## src/rtl/div_unit.sv

```systemverilog
// div_unit: multicycle 32-bit restoring divider (quotient on lo, remainder on hi).
// One accept cycle, 32 shift-subtract steps, one fix-up cycle; a zero divisor
// pulses divZero instead of starting.
// Optional feature macro: DIV_UNSIGNED_EN adds the divUnsigned port (divu support).
module div_unit #(
    parameter int unsigned WIDTH = 32
) (
    input  logic             clk,
    input  logic             reset,
    input  logic             divControl,
    input  logic [WIDTH-1:0] a,
    input  logic [WIDTH-1:0] b,
`ifdef DIV_UNSIGNED_EN
    input  logic             divUnsigned,
`endif
    output logic [WIDTH-1:0] hi,
    output logic [WIDTH-1:0] lo,
    output logic             busy,
    output logic             done,
    output logic             divZero
);

    localparam logic [1:0] StIdle = 2'd0;
    localparam logic [1:0] StRun  = 2'd1;
    localparam logic [1:0] StFix  = 2'd2;

    localparam int unsigned     CntW   = $clog2(WIDTH);
    localparam logic [CntW-1:0] CntMax = CntW'(WIDTH - 1);

    logic [1:0]       state_q, state_d;
    logic [CntW-1:0]  cnt_q, cnt_d;
    logic [WIDTH-1:0] amag_q, amag_d;   // |a|, shifted out MSB-first into rem
    logic [WIDTH-1:0] bmag_q, bmag_d;
    logic [WIDTH-1:0] rem_q, rem_d;
    logic [WIDTH-1:0] quo_q, quo_d;
    logic             qneg_q, qneg_d;
    logic             rneg_q, rneg_d;
    logic [WIDTH-1:0] hi_q, hi_d;
    logic [WIDTH-1:0] lo_q, lo_d;
    logic             done_q, done_d;
    logic             dz_q, dz_d;

    logic             op_signed;
    logic             a_neg;
    logic             b_neg;
    logic [WIDTH:0]   trial;

`ifdef DIV_UNSIGNED_EN
    assign op_signed = ~divUnsigned;
`else
    assign op_signed = 1'b1;
`endif

    assign a_neg = op_signed & a[WIDTH-1];
    assign b_neg = op_signed & b[WIDTH-1];

    // Next-state: accept/zero-check in idle, one restoring step per run cycle, sign fix-up.
    always_comb begin
        state_d = state_q;
        cnt_d   = cnt_q;
        amag_d  = amag_q;
        bmag_d  = bmag_q;
        rem_d   = rem_q;
        quo_d   = quo_q;
        qneg_d  = qneg_q;
        rneg_d  = rneg_q;
        hi_d    = hi_q;
        lo_d    = lo_q;
        done_d  = 1'b0;
        dz_d    = 1'b0;
        // Trial subtract on the shifted remainder; WIDTH+1 bits so the borrow is visible.
        trial   = {rem_q, amag_q[WIDTH-1]} - {1'b0, bmag_q};

        case (state_q)
            StIdle: begin
                if (divControl) begin
                    if (b == '0) begin
                        dz_d = 1'b1;
                    end else begin
                        amag_d  = a_neg ? -a : a;
                        bmag_d  = b_neg ? -b : b;
                        rneg_d  = a_neg;
                        qneg_d  = a_neg ^ b_neg;
                        rem_d   = '0;
                        quo_d   = '0;
                        cnt_d   = '0;
                        state_d = StRun;
                    end
                end
            end
            StRun: begin
                amag_d = {amag_q[WIDTH-2:0], 1'b0};
                if (!trial[WIDTH]) begin
                    rem_d = trial[WIDTH-1:0];
                    quo_d = {quo_q[WIDTH-2:0], 1'b1};
                end else begin
                    rem_d = {rem_q[WIDTH-2:0], amag_q[WIDTH-1]};
                    quo_d = {quo_q[WIDTH-2:0], 1'b0};
                end
                cnt_d = cnt_q + CntW'(1);
                if (cnt_q == CntMax) begin
                    state_d = StFix;
                end
            end
            StFix: begin
                // -2^31 / -1 wraps back to 0x80000000 naturally through the negate.
                lo_d    = qneg_q ? -quo_q : quo_q;
                hi_d    = rneg_q ? -rem_q : rem_q;
                done_d  = 1'b1;
                state_d = StIdle;
            end
            default: begin
                state_d = StIdle;
            end
        endcase
    end

    // State registers; reset discards any in-flight operation.
    always_ff @(posedge clk or negedge reset) begin
        if (!reset) begin
            state_q <= StIdle;
            cnt_q   <= '0;
            amag_q  <= '0;
            bmag_q  <= '0;
            rem_q   <= '0;
            quo_q   <= '0;
            qneg_q  <= 1'b0;
            rneg_q  <= 1'b0;
            hi_q    <= '0;
            lo_q    <= '0;
            done_q  <= 1'b0;
            dz_q    <= 1'b0;
        end else begin
            state_q <= state_d;
            cnt_q   <= cnt_d;
            amag_q  <= amag_d;
            bmag_q  <= bmag_d;
            rem_q   <= rem_d;
            quo_q   <= quo_d;
            qneg_q  <= qneg_d;
            rneg_q  <= rneg_d;
            hi_q    <= hi_d;
            lo_q    <= lo_d;
            done_q  <= done_d;
            dz_q    <= dz_d;
        end
    end

    // Busy covers run/fix plus the done cycle, so it drops one edge after the result write.
    always_comb begin
        busy    = (state_q != StIdle) | done_q;
        done    = done_q;
        divZero = dz_q;
        hi      = hi_q;
        lo      = lo_q;
    end

endmodule

```

## config.mk

```make
export PLATFORM = sky130hd
export DESIGN_NAME = div_unit
export DESIGN_NICKNAME = d
export VERILOG_FILES = /design/src/rtl/div_unit.sv
export SDC_FILE = /design/constraint.sdc
export NUM_CORES = 1
export LEC_CHECK = 0
export BUFFER_PORTS_ARGS = -buffer_cell sky130_fd_sc_hd__buf_2
export CAP_MARGIN = 10
export CORE_MARGIN = 2
export CORE_UTILIZATION = 50
export CTS_BUF_LIST = sky130_fd_sc_hd__clkbuf_2
export CTS_CLUSTER_DIAMETER = 150
export DETAILED_ROUTE_END_ITERATION = 8
export GPL_ROUTABILITY_DRIVEN = 0
export PLACE_DENSITY = 0.66
export SLEW_MARGIN = 20
export SYNTH_ARGS = -nofsm -noshare
export SYNTH_HDL_FRONTEND = slang
export SYNTH_SLANG_ARGS = --single-unit
```

## constraint.sdc

```tcl
create_clock -name clk -period 8.95 [get_ports clk]
set_input_delay 0.4475 -clock clk [delete_from_list [all_inputs] [get_ports clk]]
set_output_delay 0.4475 -clock clk [all_outputs]
set_load 0.005 [all_outputs]
```

==> impl_metrics.yaml, run 1 <==
logic_synthesis:
  synthSimpleGateAreaFrac_pct: 15.3
  postSynthAreaPerCell_um2: 8.97
  synth_cell_type_count: 71
  synth_ff_type: "dfrtp_1"
  synth_top_family_by_area: "compound AO/OA/AOI/OAI gates"
  synth_fa_ha_area_share_pct: 4.09
  synth_area_mm2: 0.0121
  yosysSeqAreaShare_pct: 42.0
  synth_compound_area_share_pct: 21.4
  synthMuxAreaShare_pct: 2.23
  synth_xor_area_share_pct: 10.9
  ys_async_sr_fraction_pct: 100
  syn_inst: 1349
  ys.warnings.count: 0
  syn_nets: 1455
  synth-edff-count: 0
  ys_ff_latch: 203
cells_and_area:
  final_cells: 1852
  final_net_count: 1607
  drive_gt1_share_pct: 16.2
  area_growth_pct: 12.9
  layout_common_cells: "nand2_1, dfrtp_1, o21ai_0"
  layout_commonest_cell: "nand2_1"
timing:
  setup_viol: 0
  max_freq_ghz: 0.244
  fin_ws_ns: 4.85
  period_needed_ns: 4.10
  hold-worst-slack_ns: 0.0555
  worstMarginPinSlew_ns: 1.07
  rsz0062_at_grt: "no"
  hold_violations: 0
  finClkSkew_ns: 0.0966
  fin_tns_setup_ns: 0
  slew_violations: 0
  slew-limit-headroom_pct: 28.6
  period_share_pct: 45.8
cts:
  cts_buffers: 53
  clockBufferDepth: 3
  clk_pin_slew_ns: 0.11
  cts_root_buf: "clkbuf_2"
  cts_tree: "done"
  cts.repair.resized: 0
  htreeDepth: 2
  clock-sinks: 203
  clk_latency_ns: 0.83
  cts_hold_buf: 28
  post-cts-setup-buffers: 0
placed_design:
  hpwlAfterDp_um: 19800
  portBuffers: 133
  pre_cts_slack_ns: 4.64
  placed_cells: 1737
floorplanning:
  core_area_mm2: 0.0236
  initial_core_util_pct: 51.2
  die_h_um: 160
  num_rows: 56
  pin_count: 134
  dieArea_mm2: 0.0255
  die_x_um: 160
min_path:
  hp-class: "in -> reg"
drt:
  wire_per_inst_um: 15.4
  drtAntennaViolNets: 0
  drt_iter0_markers: 693
  wirelength_um: 28500
  drt-pass1-iter-count: 5
  vias: 10100
  avgViaCountPerCell: 5.48
  post-route-drc-count: 0
outcome:
  status: "completed"
global_routing:
  grt_max_degree: 130
  grt_pass1_wl_um: 48200
  grt_overflow_total: 0
  grtUsageTotal_pct: 22.5
  grt_pass1_vias: 9657
  antenna_found_initial: 1
setup_path:
  cp.arrival_ns: 4.79
  crit_path_end_kind: "register"
  critPathMaxFanout: 86
  worstSetupStartpointType: "input port"
  cp.required_ns: 9.64
  crit_type: "in -> reg"
flow_run:
  cap_violations: 0
power_and_ir_drop:
  p_total_mw: 4.81
  p_leak_nw: 6.40
  powerDensity_mw_per_mm2: 352
  ir_drop_mv: 0.175
==> cells by family after synthesis <==
| logic type | Yosys count |
|---|---|
| AOI/OAI and AO/OA | 414 |
| and+or+nand+nor | 397 |
| adders and majority gates | 39 |
| xor gates and xnor gates | 148 |
| buffers and inverters | 121 |
| muxes | 27 |
| DFF | 203 |
==> layer usage <==
metal  global-route usage [%]  up-vias  routed length [µm]
met1                     34.5     4749               14500
met2                     33.5      252               12100
li1                         -     5123                   -
met3                     3.65       25                1600
met5                        0        -                   0
met4                     4.83        0                 285
==> Yosys cell counts, drive strengths merged, types with 4 or more instances <==
cell type / n / area share (%)
ha: 38 / 3.9
clkbuf: 48 / 1.5
or4: 14 / 0.93
a31oi: 6 / 0.31
o21ai: 203 / 8.4
nor4: 7 / 0.54
inv: 49 / 1.5
nand2b: 14 / 0.72
xor2: 101 / 7.5
dfrtp: 203 / 42
or2: 9 / 0.47
o21a: 4 / 0.25
nor3: 39 / 1.7
o41ai: 18 / 1.4
a21oi: 54 / 2.3
and2: 4 / 0.21
o211ai: 6 / 0.37
nand3: 12 / 0.54
or3: 9 / 0.47
a221o: 9 / 0.74
buf: 24 / 1.1
a2bb2oi: 4 / 0.29
mux2i: 27 / 2.2
o31ai: 34 / 2.2
and3: 8 / 0.41
a22o: 32 / 2.3
nand4: 6 / 0.36
nor2b: 7 / 0.36
nor2: 31 / 0.96
nand2: 229 / 7.1
a21o: 15 / 0.93
o21bai: 6 / 0.37
xnor2: 47 / 3.4
==> stage by stage <==
| step | instance area [µm²] | util (%) |
|---|---|---|
| final | 13700 | 57.9 |
| after CTS | 13700 | 57.8 |
| after detailed placement | 12900 | 54.8 |
| after global routing | 13700 | 57.9 |
| after floorplan | 12100 | - |
| after global placement | 12900 | 54.8 |
==> registers in the layout, summed over array words and instances, names as in the netlist <==
register and flops:
state_q 2, qneg_q 1, rneg_q 1, hi 32, cnt_q 5, bmag_q 32
rem_q 32, divZero 1, done 1, amag_q 32, quo_q 32, lo 32
==> power by group <==
group | switching [mW] | total, mW | internal (mW)
clock | 0.370 | 0.597 | 0.227
combinational | 1.45 | 2.64 | 1.19
sequential | 0.358 | 1.58 | 1.22
==> cell type report <==
cell class,instances,area [µm²]
Antenna cell,1,2.50
Clock buffer,76,380
Clock inverter,10,51.3
Fill cell,2245,9950
Inverter,49,184
Multi-Input combinational cell,1025,6550
Sequential cell,203,5080
Tap cell,319,399
Timing Repair Buffer,169,1010
==> worst paths after layout <==
check / endpoint / start / depth (start not counted) / slack [ns]
setup / recovery: cnt_q[3] / b[10] / 11 / 4.85
hold / removal: bmag_q[26] / b[26] / 3 / 0.06
setup reg to reg: rem_q[27] / rem_q[0] / 13 / 4.92
hold reg to reg: hi[16] / hi[16] / 2 / 0.47
max in group asynchronous: state_q[1] / reset / 4 / 6.69
min in group asynchronous: divZero / reset / 2 / 0.27
==> critical path, stage by stage <==
cell and delay, ns:
dlygate4sd3_1 0.54, buf_2 0.14, or4_4 0.57, nor4_4 0.28, nand4_2 0.19, or4_1 0.55
nand2_2 0.45, a21o_2 0.42, buf_4 0.76, o21ai_0 0.21, a21oi_1 0.17
(Power assumes the default switching activity.)
==> run 2: changes to the inputs <==
- clock period: 8.95 -> 3.9 ns (I/O delays scaled with it)
==> run 2 against run 1 <==
Sequential cell count unchanged. First-iteration DRC count fell by 4.5%. Combinational power grew 140%. Global-route usage is 1.4 points higher. Critical path type is now reg -> reg. Critical endpoint is now rem_q[27]. Highest routed layer unchanged.
==> impl_metrics.yaml, run 2 (synthesized netlist as in run 1, its figures left out) <==
floorplanning:
  die_h_um: 160
  dieArea_mm2: 0.0255
  die_x_um: 160
  pin_count: 134
  initial_core_util_pct: 51.2
  core_area_mm2: 0.0236
  num_rows: 56
drt:
  drt_iter0_markers: 662
  vias: 10600
  avgViaCountPerCell: 5.45
  wirelength_um: 29600
  drtAntennaViolNets: 0
  drt-pass1-iter-count: 5
  wire_per_inst_um: 15.2
  post-route-drc-count: 0
cells_and_area:
  final-seq-area_mm2: 0.00508
  final_cells: 1946
  multi_input_area_mm2: 0.00654
  layout_common_cells: "nand2_1, dfrtp_1, o21ai_0"
  drive_gt1_share_pct: 16.1
  final_net_count: 1701
  layout_commonest_cell: "nand2_1"
  area_growth_pct: 20.9
  nFillCells: 2116
power_and_ir_drop:
  switching_power_mw: 5.07
  p_total_mw: 11.3
  comb_power_share_pct: 55.9
  ir_drop_mv: 0.360
  p_leak_nw: 6.84
  powerDensity_mw_per_mm2: 774
  clockPowerShare_pct: 12.3
  p_int_mw: 6.25
  seqPwrFrac_pct: 31.8
  swShare_pct: 44.8
setup_path:
  cp.required_ns: 4.64
  critPathMaxFanout: 7
  crit_path_end_kind: "register"
  worstSetupStartpointType: "register"
  crit_type: "reg -> reg"
  cp.arrival_ns: 4.32
  reg2reg_setup_slack_ns: 0.32
timing:
  hold-worst-slack_ns: 0.238
  rsz0062_at_grt: "no"
  hold_violations: 0
  period_needed_ns: 3.58
  setup_viol: 0
  finClkSkew_ns: 0.0573
  worstMarginPinSlew_ns: 1.02
  period_share_pct: 91.8
  slew-limit-headroom_pct: 32.0
  fin_tns_setup_ns: 0
  slew_violations: 0
  max_freq_ghz: 0.279
cts:
  clock-sinks: 203
  clk_pin_slew_ns: 0.11
  cts_buffers: 53
  cts.repair.resized: 0
  clockBufferDepth: 3
  cts_root_buf: "clkbuf_2"
  clk_latency_ns: 0.86
  htreeDepth: 2
  cts_tree: "done"
global_routing:
  grt_pass1_vias: 10300
  antenna_found_initial: 1
  grt_max_degree: 75
  grt_pass1_wl_um: 51100
  grt_overflow_total: 0
  grtUsageTotal_pct: 23.9
placed_design:
  placed_cells: 1748
  hpwlAfterDp_um: 20100
  portBuffers: 133
min_path:
  hp-class: "in -> reg"
flow_run:
  cap_violations: 0
outcome:
  status: "completed"
run 2: repair_timing:
item	in CTS	in global routing
hold buffers	110	0
endpoints found under the hold margin	209	0
endpoints found under the setup margin	0	9
setup buffers	0	1
run 2: path summary, 6_finish.rpt:
kind,from,endpoint,depth (start not counted)
max reg2reg,amag_q[31],rem_q[27],14
max,amag_q[31],rem_q[27],14
min in group asynchronous,reset,bmag_q[8],3
max in group asynchronous,reset,rem_q[2],4
min reg2reg,lo[25],lo[25],2
min,b[28],bmag_q[28],5
run 2: power groups by stage:
stage | combinational [mW] | sequential (mW) | clock, mW
after global routing | 7.13 | 3.72 | 1.58
after detailed placement | 6.14 | 3.63 | 0
final | 6.32 | 3.60 | 1.39
after global placement | 6.01 | 3.61 | 0
after floorplan | 4.95 | 3.33 | 0
after CTS | 6.28 | 3.59 | 1.45
run 2: layout make-up:
type,instances,share of cell area [%]
antenna,1,0.0171
clock buffer,77,2.63
clock inverter,9,0.334
inverter,49,1.26
multi-input combinational,1025,44.7
sequential,203,34.7
tap,319,2.73
timing repair buffer,263,13.6
run 2: layer usage:
layer | vias up | track usage (%) | part of all wire [%]
met4 | 0 | 6.03 | 1.5
li1 | 5314 | - | -
met1 | 4981 | 35.3 | 48
met2 | 277 | 36.5 | 44
met3 | 41 | 4.30 | 5.9
met5 | - | 0 | 0
run 2: through the flow:
stage | setup slack, ns | util (%) | instance area, µm²
5_1_grt | 0.0109 | 62.0 | 14600
2_1_floorplan | 0.598 | - | 12100
6_report | 0.318 | 62.0 | 14600
4_1_cts | 0.218 | 61.9 | 14600
3_5_place_dp | 0.245 | 55.4 | 13100
3_3_place_gp | 0.304 | 55.4 | 13100
run 2: critical path, stage by stage, from the launching register on:
cell and delay, ns:
dfrtp_1 0.42, inv_1 0.06, ha_1 0.22, fa_1 0.40, and2b_1 0.23, o2111ai_1 0.15, a2111o_1 0.41, nand3_2 0.12
a21oi_2 0.08, o31a_1 0.30, o21ai_2 0.24, xor2_4 0.26, buf_4 0.20, nand2_1 0.17, o221ai_1 0.25
==> run 3: changes to the inputs <==
==> constraint.sdc (replaced) <==
create_clock -name clk -period 3.9 [get_ports clk]
set_input_delay 1.17 -clock clk [delete_from_list [all_inputs] [get_ports clk]]
set_output_delay 1.17 -clock clk [all_outputs]
set_load 0.005 [all_outputs]
==> run 3 against run 2 <==
Cell area down 7.0%. Critical endpoint is now rem_q[0]. Count of clock-buffer cells in the layout shrank 8. Sequential share of layout area is 2.6 points higher. Critical path type unchanged. First-iteration DRC count is 13% lower. Largest power group unchanged. Power shrank 1.4%. Final cell count down 5.1%. Global-route usage fell by 1.7 points.
==> impl_metrics.yaml, run 3 (synthesized netlist as in run 1, its figures left out) <==
floorplanning:
  die_h_um: 160
  core_area_mm2: 0.0236
  initial_core_util_pct: 51.2
  num_rows: 56
  pin_count: 134
  die_x_um: 160
  dieArea_mm2: 0.0255
setup_path:
  rr_endpoint: "rem_q[0]"
  r2r-start: "amag_q[31]"
  worstSetupStartpointType: "register"
  crit_path_end_kind: "register"
  rr_worst_depth: 14
  cp.arrival_ns: 4.17
  critPathMaxFanout: 12
  cp.required_ns: 4.54
  crit_type: "reg -> reg"
  reg2reg_setup_slack_ns: 0.37
cts:
  cts_buffers: 52
  clockBufferDepth: 3
  cts_root_buf: "clkbuf_2"
  cts_tree: "done"
  htreeDepth: 2
  post-cts-setup-buffers: 0
  clk_latency_ns: 0.81
  clock-sinks: 203
  clk_pin_slew_ns: 0.11
  cts.repair.resized: 0
  cts_hold_buf: 0
timing:
  period_share_pct: 90.5
  slew_violations: 0
  worstMarginPinSlew_ns: 1.01
  finClkSkew_ns: 0.0789
  period_needed_ns: 3.53
  slew-limit-headroom_pct: 32.7
  max_freq_ghz: 0.283
  rsz0062_at_grt: "no"
  hold_violations: 0
  fin_tns_setup_ns: 0
  setup_viol: 0
drt:
  drt-pass1-iter-count: 5
  avgViaCountPerCell: 5.43
  drtAntennaViolNets: 0
  drt_iter0_markers: 578
  vias: 10000
  post-route-drc-count: 0
  wirelength_um: 28200
  wire_per_inst_um: 15.3
global_routing:
  grtUsageTotal_pct: 22.2
  grt_pass1_wl_um: 47300
  antenna_found_initial: 1
  grt_max_degree: 82
  grt_pass1_vias: 9339
  grt_overflow_total: 0
power_and_ir_drop:
  p_leak_nw: 6.43
  ir_drop_mv: 0.337
  powerDensity_mw_per_mm2: 820
min_path:
  hp-class: "in -> async"
cells_and_area:
  layout_commonest_cell: "nand2_1"
  nFillCells: 2240
  drive_gt1_share_pct: 17.6
  area_growth_pct: 12.4
  fin_util_pct: 57.6
  layout_common_cells: "nand2_1, dfrtp_1, o21ai_0"
  final_net_count: 1603
flow_run:
  cap_violations: 0
placed_design:
  hpwlAfterDp_um: 20600
  portBuffers: 133
outcome:
  status: "completed"
==> run 3: cell types whose count changed in the layout (fill, tap and decap cells not counted) <==
cell	change
inv_2	+2
clkbuf_2	-8
inv_6	-2
clkinv_4	+1
clkinv_2	+2
buf_4	+12
clkinvlp_4	-1
clkinv_1	+4
dlygate4sd3_1	-109
==> run 3: report_power, final <==
part           switching, mW  internal (mW)  leakage (nW)
clock                  0.844          0.480         0.325
sequential             0.820           2.80          2.65
combinational           3.39           2.83          3.45
==> run 3: critical path, stage by stage (launching register included) <==
cell and delay (ns):
dfrtp_1 0.36, inv_1 0.05, ha_1 0.21, fa_1 0.40
and2b_1 0.23, o2111ai_1 0.16, a2111o_1 0.41, nand3_2 0.12
a21oi_2 0.08, o31a_1 0.30, o21ai_2 0.24, xor2_4 0.13
buf_4 0.19, or2_2 0.29, a32o_1 0.26
==> run 3: cell type report <==
type                            count  area (µm²)  area share [%]
Clock buffer                       69         345            2.54
Sequential cell                   203        5080            37.3
Multi-Input combinational cell   1025        6540            48.1
Timing Repair Buffer              166         985            7.24
Clock inverter                     15        65.1           0.478
Tap cell                          319         399            2.93
Antenna cell                        1        2.50          0.0184
Inverter                           49         184            1.35
==> run 3: how the worst max path moves through the flow <==
| stage | to | start | cells after the start | slack (ns) |
|---|---|---|---|---|
| after global routing | rem_q[17] | amag_q[31] | 14 | 0.11 |
| after floorplan | amag_q[26] | b[10] | 10 | 0.35 |
| after detailed placement | amag_q[31] | b[1] | 12 | 0.09 |
| final | rem_q[0] | amag_q[31] | 14 | 0.37 |
| after global placement | amag_q[31] | b[1] | 12 | 0.17 |
| after CTS | rem_q[0] | amag_q[31] | 14 | 0.37 |
==> run 3: per-layer routing <==
metal | GRT usage [%] | vias to the layer above | part of all wire (%)
met5 | 0 | - | 0
met2 | 32.6 | 234 | 42
met1 | 34.3 | 4646 | 52
met4 | 4.79 | 0 | 1.2
li1 | - | 5115 | -
met3 | 3.67 | 33 | 5.2
==> run 3: per-stage QoR <==
step           area (µm²)  power, mW  std cells  setup WS [ns]  hold slack, ns
2_1_floorplan       12100       8.28       1349          0.353           0.450
3_3_place_gp        13200       9.71       1762          0.170           0.457
3_5_place_dp        13200       9.81       1762         0.0907           0.465
4_1_cts             13600       11.2       1846          0.369           0.383
5_1_grt             13600       12.2       1847          0.113           0.386
6_report            13600       11.2       1847          0.370           0.433
